$ cat src/rtl/texture_bc1_enc_if.sv
// Texel-in / block-out stream bundle for the BC1 encoder.
// master = producer of texels and consumer of blocks; slave = the encoder.
interface texture_bc1_enc_if;
  logic        texel_valid;
  logic        texel_ready;
  logic [17:0] texel_rgba5652;
  logic        block_valid;
  logic        block_ready;
  logic [63:0] bc1_data;

  modport master (
    output texel_valid, texel_rgba5652, block_ready,
    input  texel_ready, block_valid, bc1_data
  );

  modport slave (
    input  texel_valid, texel_rgba5652, block_ready,
    output texel_ready, block_valid, bc1_data
  );
endinterface

$ cat src/rtl/texture_bc1_enc.sv
// BC1 block encoder: 16 texels in, one 64-bit block out 16 cycles after the last texel; no texel
// is accepted until the block handshakes. TEXTURE_BC1_ENC_ALPHA_EN enables 3-color/transparent blocks.
module texture_bc1_enc (
  input  logic               clk,
  input  logic               rst,
  texture_bc1_enc_if.slave   bus
);
  typedef enum logic [1:0] {LOAD, ENCODE, OUT} state_t;

  state_t      state_q, state_d;
  logic [3:0]  cnt;
  logic        texel_ready_q, block_valid_q;
  logic [63:0] bc1_data_q;
  logic [31:0] idx_q, idx_d;
  logic [4:0]  r_min, r_max, b_min, b_max;
  logic [5:0]  g_min, g_max;
  logic [15:0] tex_buf [16];
  logic [15:0] cur, c0, c1;
  logic [15:0] pal [4];
  logic [7:0]  best, cst;
  logic [1:0]  sel, lim;
  logic        load_hs, blk_hs, last, opaque_in;
  logic        unused_alpha;

  assign bus.texel_ready = texel_ready_q;
  assign bus.block_valid = block_valid_q;
  assign bus.bc1_data    = bc1_data_q;
  assign unused_alpha    = ^bus.texel_rgba5652[1:0];

  function automatic logic [5:0] absd(input logic [5:0] a, input logic [5:0] b);
    return (a > b) ? a - b : b - a;
  endfunction

  function automatic logic [5:0] mix3(input logic [5:0] a, input logic [5:0] b);
    logic [7:0] s;
    s = {1'b0, a, 1'b0} + {2'b0, b} + 8'd1;
    return 6'(s / 8'd3);
  endfunction

  function automatic logic [5:0] mix2(input logic [5:0] a, input logic [5:0] b);
    logic [6:0] s;
    s = {1'b0, a} + {1'b0, b} + 7'd1;
    return 6'(s >> 1);
  endfunction

  // (2a+b+1)/3 per channel, matching the decoder's integer rounding
  function automatic logic [15:0] pal3(input logic [15:0] a, input logic [15:0] b);
    return {5'(mix3({1'b0, a[15:11]}, {1'b0, b[15:11]})),
            mix3(a[10:5], b[10:5]),
            5'(mix3({1'b0, a[4:0]}, {1'b0, b[4:0]}))};
  endfunction

  function automatic logic [15:0] pal2(input logic [15:0] a, input logic [15:0] b);
    return {5'(mix2({1'b0, a[15:11]}, {1'b0, b[15:11]})),
            mix2(a[10:5], b[10:5]),
            5'(mix2({1'b0, a[4:0]}, {1'b0, b[4:0]}))};
  endfunction

  // R and B doubled so all three channels weigh in on a 6-bit scale
  function automatic logic [7:0] texel_cost(input logic [15:0] a, input logic [15:0] b);
    logic [5:0] dr, dg, db;
    dr = absd({1'b0, a[15:11]}, {1'b0, b[15:11]});
    dg = absd(a[10:5], b[10:5]);
    db = absd({1'b0, a[4:0]}, {1'b0, b[4:0]});
    return {1'b0, dr, 1'b0} + {2'b0, dg} + {1'b0, db, 1'b0};
  endfunction

`ifdef TEXTURE_BC1_ENC_ALPHA_EN
  logic [15:0] transp_buf;
  logic        any_transp, opaque_seen;
  assign opaque_in = bus.texel_rgba5652[1];
  always_comb begin
    c0 = {r_max, g_max, b_max};
    c1 = {r_min, g_min, b_min};
    if (!opaque_seen) begin
      c0 = '0;
      c1 = '0;
    end else if (any_transp) begin
      c0 = {r_min, g_min, b_min};
      c1 = {r_max, g_max, b_max};
    end
  end
`else
  assign opaque_in = 1'b1;
  assign c0 = {r_max, g_max, b_max};
  assign c1 = {r_min, g_min, b_min};
`endif

  always_comb begin
    state_d = state_q;
    last    = (cnt == 4'd15);
    load_hs = 1'b0;
    blk_hs  = 1'b0;
    case (state_q)
      LOAD: begin
        load_hs = bus.texel_valid & texel_ready_q;
        if (load_hs && last) state_d = ENCODE;
      end
      ENCODE: if (last) state_d = OUT;
      OUT: begin
        blk_hs = block_valid_q & bus.block_ready;
        if (blk_hs) state_d = LOAD;
      end
      default: state_d = LOAD;
    endcase
  end

  always_comb begin
    cur    = tex_buf[cnt];
    pal[0] = c0;
    pal[1] = c1;
    pal[2] = pal3(c0, c1);
    pal[3] = pal3(c1, c0);
    lim    = 2'd3;
`ifdef TEXTURE_BC1_ENC_ALPHA_EN
    if (any_transp) begin
      pal[2] = pal2(c0, c1);
      lim    = 2'd2;
    end
`endif
    sel  = 2'd0;
    best = texel_cost(cur, pal[0]);
    cst  = '0;
    for (int i = 1; i < 4; i++) begin
      cst = texel_cost(cur, pal[i]);
      if (2'(i) <= lim && cst < best) begin
        best = cst;
        sel  = 2'(i);
      end
    end
`ifdef TEXTURE_BC1_ENC_ALPHA_EN
    if (any_transp) begin
      if (transp_buf[cnt]) sel = 2'd3;
    end else if (c0 == c1) begin
      sel = 2'd0;
    end
`else
    if (c0 == c1) sel = 2'd0;
`endif
    idx_d = idx_q;
    idx_d[{cnt, 1'b0} +: 2] = sel;
  end

  always_ff @(posedge clk) begin
    if (load_hs) tex_buf[cnt] <= bus.texel_rgba5652[17:2];
  end

  always_ff @(posedge clk or posedge rst) begin
    if (rst) begin
      state_q       <= LOAD;
      cnt           <= '0;
      texel_ready_q <= 1'b0;
      block_valid_q <= 1'b0;
      bc1_data_q    <= '0;
      idx_q         <= '0;
      {r_min, g_min, b_min} <= '1;
      {r_max, g_max, b_max} <= '0;
    end else begin
      state_q <= state_d;
      case (state_q)
        LOAD: begin
          texel_ready_q <= !(load_hs && last);
          if (load_hs) begin
            cnt <= cnt + 4'd1;
            if (opaque_in) begin
              if (bus.texel_rgba5652[17:13] < r_min) r_min <= bus.texel_rgba5652[17:13];
              if (bus.texel_rgba5652[17:13] > r_max) r_max <= bus.texel_rgba5652[17:13];
              if (bus.texel_rgba5652[12:7]  < g_min) g_min <= bus.texel_rgba5652[12:7];
              if (bus.texel_rgba5652[12:7]  > g_max) g_max <= bus.texel_rgba5652[12:7];
              if (bus.texel_rgba5652[6:2]   < b_min) b_min <= bus.texel_rgba5652[6:2];
              if (bus.texel_rgba5652[6:2]   > b_max) b_max <= bus.texel_rgba5652[6:2];
            end
          end
        end
        ENCODE: begin
          cnt   <= cnt + 4'd1;
          idx_q <= idx_d;
          if (last) begin
            block_valid_q <= 1'b1;
            bc1_data_q    <= {idx_d, c1, c0};
          end
        end
        OUT: begin
          if (blk_hs) begin
            block_valid_q <= 1'b0;
            {r_min, g_min, b_min} <= '1;
            {r_max, g_max, b_max} <= '0;
          end
        end
        default: ;
      endcase
    end
  end

`ifdef TEXTURE_BC1_ENC_ALPHA_EN
  always_ff @(posedge clk) begin
    if (load_hs) transp_buf[cnt] <= !bus.texel_rgba5652[1];
  end

  always_ff @(posedge clk or posedge rst) begin
    if (rst) begin
      any_transp  <= 1'b0;
      opaque_seen <= 1'b0;
    end else if (load_hs) begin
      if (cnt == 4'd0) begin
        any_transp  <= !bus.texel_rgba5652[1];
        opaque_seen <= bus.texel_rgba5652[1];
      end else begin
        any_transp  <= any_transp | !bus.texel_rgba5652[1];
        opaque_seen <= opaque_seen | bus.texel_rgba5652[1];
      end
    end
  end
`endif
endmodule

$ cat src/flat_wrapper.sv
// flat-port wrapper written by rule: the top's interface ports become plain ports
module texture_bc1_enc_flat 
  (clk, rst, bus_texel_valid, bus_texel_rgba5652, bus_block_ready, bus_texel_ready, bus_block_valid, bus_bc1_data);
  texture_bc1_enc_if bus_i ();
  input  logic clk;
  input  logic rst;
  input wire logic [$bits(bus_i.texel_valid)-1:0] bus_texel_valid;
  input wire logic [$bits(bus_i.texel_rgba5652)-1:0] bus_texel_rgba5652;
  input wire logic [$bits(bus_i.block_ready)-1:0] bus_block_ready;
  output wire logic [$bits(bus_i.texel_ready)-1:0] bus_texel_ready;
  output wire logic [$bits(bus_i.block_valid)-1:0] bus_block_valid;
  output wire logic [$bits(bus_i.bc1_data)-1:0] bus_bc1_data;
  assign bus_i.texel_valid = bus_texel_valid;
  assign bus_i.texel_rgba5652 = bus_texel_rgba5652;
  assign bus_i.block_ready = bus_block_ready;
  assign bus_texel_ready = bus_i.texel_ready;
  assign bus_block_valid = bus_i.block_valid;
  assign bus_bc1_data = bus_i.bc1_data;
  texture_bc1_enc u_core (.clk(clk), .rst(rst), .bus(bus_i));
endmodule
$ cat config.mk
export PLATFORM = sky130hd
export DESIGN_NAME = texture_bc1_enc_flat
export DESIGN_NICKNAME = d
export VERILOG_FILES = /design/src/rtl/texture_bc1_enc_if.sv /design/src/rtl/texture_bc1_enc.sv /design/src/flat_wrapper.sv
export SDC_FILE = /design/constraint.sdc
export NUM_CORES = 1
export LEC_CHECK = 0
export CORE_MARGIN = 2
export CORE_UTILIZATION = 30
export CTS_CLUSTER_DIAMETER = 50
export DETAILED_ROUTE_END_ITERATION = 8
export GPL_ROUTABILITY_DRIVEN = 0
export MAX_ROUTING_LAYER = met4
export PLACE_DENSITY = 0.57
export SLEW_MARGIN = 40
export SYNTH_ARGS = -nofsm -noshare
export SYNTH_HDL_FRONTEND = slang
export SYNTH_SLANG_ARGS = --single-unit
$ cat constraint.sdc
create_clock -name clk -period 14.85 [get_ports clk]
set_clock_uncertainty 0.05 [all_clocks]
set_input_delay 1.485 -clock clk [delete_from_list [all_inputs] [get_ports clk]]
set_output_delay 1.485 -clock clk [all_outputs]
set_load 0.01 [all_outputs]
==> impl_metrics.tcl, run 1 <==
set metrics [dict create \
    startpoint_type "register" \
    critPathCaptureType "register" \
    grt_overflow 0 \
    vias 19100 \
    worstPathArrival_ns 12.92 \
    cts_tree "yes" \
    ff2ff_setup_slack_ns 2.30 \
    ys_seq_area_frac 0.408 \
    holdPathEnd "u_core.bus.bc1_data[45]" \
    slowest_delay_ns 0.67 \
    muxShareOfSynthArea 0.111 \
    drt_iter0_drc 1469 \
    htree_levels 2 \
    clock_latency_ns 0.54 \
    worst_slew_pin_slew_ns 0.891 \
    fin_setup_tns_ns 0 \
    hold_violations 0 \
    antenna_found_initial 0 \
    synth_nets 2753 \
    power.leakage_nw 12.5 \
    criticalPathCategory "reg -> reg" \
    synth_area_per_cell_um2 11.2 \
    syn2layout_area_growth_pct 13.5 \
    synthSimpleGateAreaFrac 0.110 \
    fin_cells 3716 \
    critical_path_required_ns 15.22 \
    finalCoreUtilization 0.344 \
    irDropWorstVdd_mv 0.0823 \
    max-cap-violations 0 \
    synth_cells 2427 \
    synth_fa_ha_area_frac 0.155 \
    synth_xor_area_frac 0.0470 \
    postCtsSetupBuffers 0 \
    wl_mm 70.1 \
    synth_flop_cell "edfxtp_1" \
    drv_slew 0 \
    post-route-cell-area_mm2 0.0309 \
    post_dp_cell_area_mm2 0.0296 \
    status "finished clean" \
    grt_pass1_vias 18800 \
    yosysWarnings 0 \
    synth-compound-area-share 0.136 \
    synth_top_family_by_area "adder cells" \
    period_minus_slack_ns 12.55 \
    clk_pin_slew_ns 0.06 \
    yosysUniqueCellTypes 102 \
    grt_max_degree 80 \
    dp.cells 3644 \
    min_period_over_period 0.845 \
    hpwl_mm 51.1 \
    drive_gt1_frac 0.127 \
    path_buf_inv 4 \
    drc 0 \
    cpMaxStageDelayCell "dfstp_2" \
    grt_pass1_wl_mm 109 \
    r2r_cells 53 \
    postCtsHoldBufs 0 \
    cts_buffer_depth 3 \
    die_w_um 305 \
    max_slew_margin 0.403 \
    ctsResizeCount 0 \
    cts_sinks 392 \
    track_usage 0.153 \
    synth_edf_count 256 \
    whs_path_depth 2 \
    fp.dieArea_mm2 0.0932 \
    start_util 0.303 \
    async_reset_ff_frac 0.347 \
    hp-start "u_core.bus.bc1_data[45]" \
    syn_area_mm2 0.0272 \
    finalSetupViolCount 0 \
    io-pin-count 88 \
    fmax_ghz 0.0797 \
    routed_via_density 5.13 \
    reg2reg_from "u_core.g_min[0]" \
    r2r_end "u_core.bus.bc1_data[56]" \
    power_density_mw_per_mm2 71.2 \
    wire_per_inst_um 18.9 \
    root_buffer "clkbuf_16" \
    antenna_cells 0 \
    std_cell_rows 110 \
    die_h_um 305 \
    critical_path.top_delay_family "compound AO/OA/AOI/OAI gates" \
    hold_class "reg -> reg" \
    portBuffers 85 \
    layout.nets 2836 \
    drtPass1Iterations 8 \
    core-area_mm2 0.0900 \
    drtAntennaViolNets 0 \
    rsz0062_at_grt "false" \
    crit_fanout 18 \
    ys_seq_elements 392 \
    cts_made_buffers 39 \
]
-- where the power goes --
part / total (mW) / switching, mW / internal, mW
clock network: 1.00 / 0.433 / 0.570
registers: 1.17 / 0 / 1.17
logic: 0.0330 / 0.0247 / 0.00830
-- metal layers --
| metal | wire (um) | GRT usage |
|---|---|---|
| met5 | 0 | - |
| met2 | 34300 | 0.256 |
| met4 | 1850 | 0.0422 |
| met1 | 31400 | 0.198 |
| met3 | 2530 | 0.0131 |
-- layout make-up --
class | instances | area (um^2)
clock buffers | 47 | 1060
clock inverters | 24 | 239
fillers | 9039 | 59100
inverters | 161 | 609
multi-input cells | 1794 | 15300
flip-flops and latches | 392 | 11100
well taps | 1176 | 1470
repair buffers | 122 | 1140
-- layout by cell type (no fill, tap or decap), drive strengths merged, types with 16 or more instances in the layout --
cell / count
nor2b: 35
clkbuf: 48
mux2: 40
o21ai: 114
ha: 250
nand4: 21
nor3: 32
and3: 24
fa: 54
edfxtp: 256
a22o: 16
a31oi: 18
dfrtp: 120
mux2i: 75
nand3: 56
xnor2: 102
or2: 18
clkinv: 17
a21oi: 130
nor2: 148
nand2: 210
mux4: 80
nand2b: 27
buf: 37
xor2: 33
o21a: 22
inv: 163
clkdlybuf4s50: 84
a21o: 58
dfstp: 16
-- flip-flops by register name, summed over array words and instances, names as in the netlist --
register / cells
u_core.tex_buf: 256
u_core.idx_q: 32
u_core.bus.bc1_data: 64
u_core.bus.block_valid: 1
u_core.g_min: 6
u_core.r_min: 5
u_core.bus.texel_ready: 1
u_core.r_max: 5
u_core.cnt: 4
u_core.b_min: 5
u_core.g_max: 6
u_core.state_q: 2
u_core.b_max: 5
-- tightest hold or removal path, cell delays in order (launching register included) --
cell and delay, ns:
dfrtp_1 0.34, nand2_1 0.05, nand2_1 0.05
-- cells in the mapped netlist (16+ instances only) --
master / count / share of area
mux2_2: 38 / 0.016
dfrtp_1: 120 / 0.11
o21ai_0: 108 / 0.020
mux2i_1: 74 / 0.027
nor2b_1: 35 / 0.0080
dfstp_2: 16 / 0.015
nand3_1: 56 / 0.010
a31oi_1: 18 / 0.0041
nor3_1: 32 / 0.0059
nand2b_1: 27 / 0.0062
ha_1: 250 / 0.11
clkbuf_1: 57 / 0.0079
inv_1: 160 / 0.022
nand2_1: 210 / 0.029
edfxtp_1: 256 / 0.28
o21a_1: 22 / 0.0061
xnor2_1: 94 / 0.030
nand4_1: 21 / 0.0048
and3_1: 24 / 0.0055
nor2_1: 143 / 0.020
a22o_1: 16 / 0.0051
mux4_2: 80 / 0.066
xor2_1: 31 / 0.010
a21o_1: 58 / 0.016
fa_1: 54 / 0.040
a21oi_1: 127 / 0.023
-- per-stage QoR --
stage	total power [mW]	hold WS, ns	worst slack, ns
after floorplan	1.20	0.383	3.28
after detailed placement	1.22	0.408	2.53
after global routing	2.27	0.445	1.30
final	2.20	0.418	2.30
after global placement	1.22	0.404	2.30
after CTS	2.23	0.423	2.46
-- cell families (layout without fill, tap and decap cells) --
group	count (synthesis)	in the layout
compound gates	539	539
xor+xnor	135	135
fa+ha+maj	304	304
buf+inv	241	354
flops	392	392
mux	195	195
simple gates	621	621
-- worst max path at each step --
stage                          startpoint                       to  slack (ns)  cells after the start
after floorplan             u_core.cnt[0]         u_core.idx_q[10]        3.28                     49
after CTS                 u_core.g_min[0]  u_core.bus.bc1_data[56]        2.46                     53
final                     u_core.g_min[0]  u_core.bus.bc1_data[56]        2.30                     53
after global routing      u_core.g_min[0]  u_core.bus.bc1_data[52]        1.30                     54
after detailed placement  u_core.g_min[0]  u_core.bus.bc1_data[56]        2.53                     53
after global placement    u_core.g_min[0]  u_core.bus.bc1_data[56]        2.30                     54
(Power assumes the default switching activity.)
==> inputs of run 2 (changes only) <==
==> constraint.sdc (replaced) <==
create_clock -name clk -period 13.2 [get_ports clk]
set_clock_uncertainty 0.05 [all_clocks]
set_input_delay 1.32 -clock clk [delete_from_list [all_inputs] [get_ports clk]]
set_output_delay 1.32 -clock clk [all_outputs]
set_load 0.01 [all_outputs]
==> run 2 against run 1 <==
Sequential share of layout area shrank 0.12 points. Clock power up 14%. Die area did not move. Global-route usage rose by 0.053 points. Setup slack worse by 1.2 ns. Sequential cell count is the same. Power rose by 13%. Critical path depth down 1. Fmax grew 4.0%. Critical endpoint unchanged. Largest power group unchanged. Highest routed layer unchanged.
==> impl_metrics.tcl, run 2 (synthesis gave the netlist of run 1 again) <==
set metrics [dict create \
    status "finished clean" \
    power_density_mw_per_mm2 80.1 \
    drtAntennaViolNets 0 \
    finalCoreUtilization 0.345 \
    track_usage 0.153 \
    grt_pass1_wl_mm 110 \
    grt_pass1_vias 19000 \
    whs_path_depth 2 \
    cts_made_buffers 39 \
    hp-start "u_core.bus.bc1_data[39]" \
    critPathCaptureType "register" \
    reg2reg_from "u_core.g_min[0]" \
    crit_top_cell "a21oi_1" \
    fp.dieArea_mm2 0.0932 \
    std_cell_rows 110 \
    fmax_ghz 0.0829 \
    power.share.clock 0.457 \
    ff2ff_setup_slack_ns 1.13 \
    cts_sinks 392 \
    antenna_cells 0 \
    whs_ns 0.414 \
    place_ws_ns 1.10 \
    max_slew_margin 0.429 \
    grt.met1_usage 0.198 \
    drtPass1Iterations 5 \
    grt_overflow 0 \
    core-area_mm2 0.0900 \
    die_h_um 305 \
    seqPwrFrac 0.528 \
    portBuffers 85 \
    drt_iter0_drc 1348 \
    r2r_end "u_core.bus.bc1_data[56]" \
    swShare 0.210 \
    root_buffer "clkbuf_16" \
    drc 0 \
    drv_slew 0 \
    routed_via_density 5.11 \
    power.internal_mw 1.96 \
    cts_tree "yes" \
    layout.nets 2846 \
    slowest_delay_ns 0.67 \
    fin_setup_tns_ns 0 \
    startpoint_type "register" \
    hpwl_mm 51.7 \
    grt.met2_usage 0.256 \
    die_w_um 305 \
    criticalPathCategory "reg -> reg" \
    met3_usage 0.0120 \
    worst_slew_pin_slew_ns 0.853 \
    period_minus_slack_ns 12.07 \
    min_period_over_period 0.914 \
    drive_gt1_frac 0.129 \
    critical_path_required_ns 13.57 \
    finalSetupViolCount 0 \
    vias 19000 \
    top_usage_layer "met2" \
    largest_reg_flops 256 \
    final_common_cell "edfxtp_1" \
    io-pin-count 88 \
    p_switching_uw 521 \
    postCtsSetupBuffers 0 \
    cpMaxStageDelayCell "dfstp_2" \
    worstPathArrival_ns 12.44 \
    irDropWorstVdd_mv 0.108 \
    clk_pin_slew_ns 0.06 \
    r2r_cells 52 \
    hold_class "reg -> reg" \
    antenna_found_initial 0 \
    power.leakage_nw 12.6 \
    hold_violations 0 \
    htree_levels 2 \
    cts_buffer_depth 3 \
    crit_fanout 18 \
    syn2layout_area_growth_pct 13.9 \
    p_total_mw 2.48 \
    grt_max_degree 84 \
    final_cell_mix "edfxtp_1 (256), ha_1 (250), nand2_1 (210), inv_1 (159), a21oi_1 (127)" \
    rsz0062_at_grt "false" \
    combPwrFrac 0.015 \
    holdPathEnd "u_core.bus.bc1_data[39]" \
    start_util 0.303 \
    wl_mm 70.5 \
    setup_slack_ns 1.13 \
    top_register "u_core.tex_buf" \
    wire_per_inst_um 18.9 \
    clock_latency_ns 0.57 \
    max-cap-violations 0 \
]
-- run 2: changes by cell type in the layout (fill, tap and decap cells not counted), moves of 2 or more --
cell and delta:
a21oi_1 +2, clkbuf_1 +2, clkinv_16 +2, buf_4 +9
clkinv_4 -3, buf_2 +2, clkbuf_16 -2, a21oi_2 -2
clkinvlp_4 +2
-- run 2: per-stage QoR --
stage | instances | instance area [um^2]
after floorplan | 2427 | 27200
after global placement | 3651 | 29600
after detailed placement | 3653 | 29700
after CTS | 3723 | 31000
after global routing | 3725 | 31000
final | 3725 | 31000
-- run 2: routing by layer --
| metal | routed length, um | part of all wire |
|---|---|---|
| met1 | 32000 | 0.45 |
| met2 | 33900 | 0.48 |
| met3 | 2530 | 0.036 |
| met4 | 2060 | 0.029 |
| met5 | 0 | 0 |
-- run 2: what timing repair did --
item | CTS | global route
hold buffers | 0 | 0
endpoints found under the setup margin | 0 | 3
gates resized for setup | 0 | 1
-- run 2: worst max-delay path by stage --
stage	from	to	slack, ns	cells past startpoint
finish	u_core.g_min[0]	u_core.bus.bc1_data[56]	1.13	52
global route	u_core.g_min[0]	u_core.bus.bc1_data[51]	0.19	51
detailed placement	u_core.g_min[0]	u_core.bus.bc1_data[56]	1.10	52
CTS	u_core.g_min[0]	u_core.bus.bc1_data[56]	1.06	52
global placement	u_core.g_min[0]	u_core.bus.bc1_data[56]	1.13	53
floorplan	u_core.cnt[0]	u_core.idx_q[10]	1.63	49
-- run 2: power by group through the flow --
stage,Clock (mW),Combinational [mW],Sequential [mW]
2_1_floorplan,0,0.0119,1.34
3_3_place_gp,0,0.0375,1.34
3_5_place_dp,0,0.0379,1.34
4_1_cts,1.16,0.0379,1.31
5_1_grt,1.20,0.0426,1.31
6_report,1.14,0.0376,1.31
-- run 2: cell type report --
cell class | count | area (um^2)
Fill cell | 9050 | 59000
Multi-Input combinational cell | 1794 | 15300
Sequential cell | 392 | 11100
Tap cell | 1176 | 1470
Timing Repair Buffer | 132 | 1220
Clock buffer | 47 | 1020
Inverter | 161 | 612
Clock inverter | 23 | 305
-- run 2: worst max-delay path, delay by kind of cell (launching register included) --
family	cells	cell delay [ns]
mux	1	0.28
flops	1	0.67
buf+inv	5	0.98
compound gates	27	4.77
simple gates	8	1.53
xor+xnor	3	0.91
fa+ha+maj	8	2.73
==> inputs of run 3 (changes only) <==
--- a/config.mk
+++ b/config.mk
@@ -12,6 +12,7 @@
 export GPL_ROUTABILITY_DRIVEN = 0
 export MAX_ROUTING_LAYER = met4
 export PLACE_DENSITY = 0.57
+export SKIP_CTS_REPAIR_TIMING = 1
 export SLEW_MARGIN = 40
 export SYNTH_ARGS = -nofsm -noshare
 export SYNTH_HDL_FRONTEND = slang
==> results of run 3 <==
Final layout, timing and power as in run 2 (identical DEF).
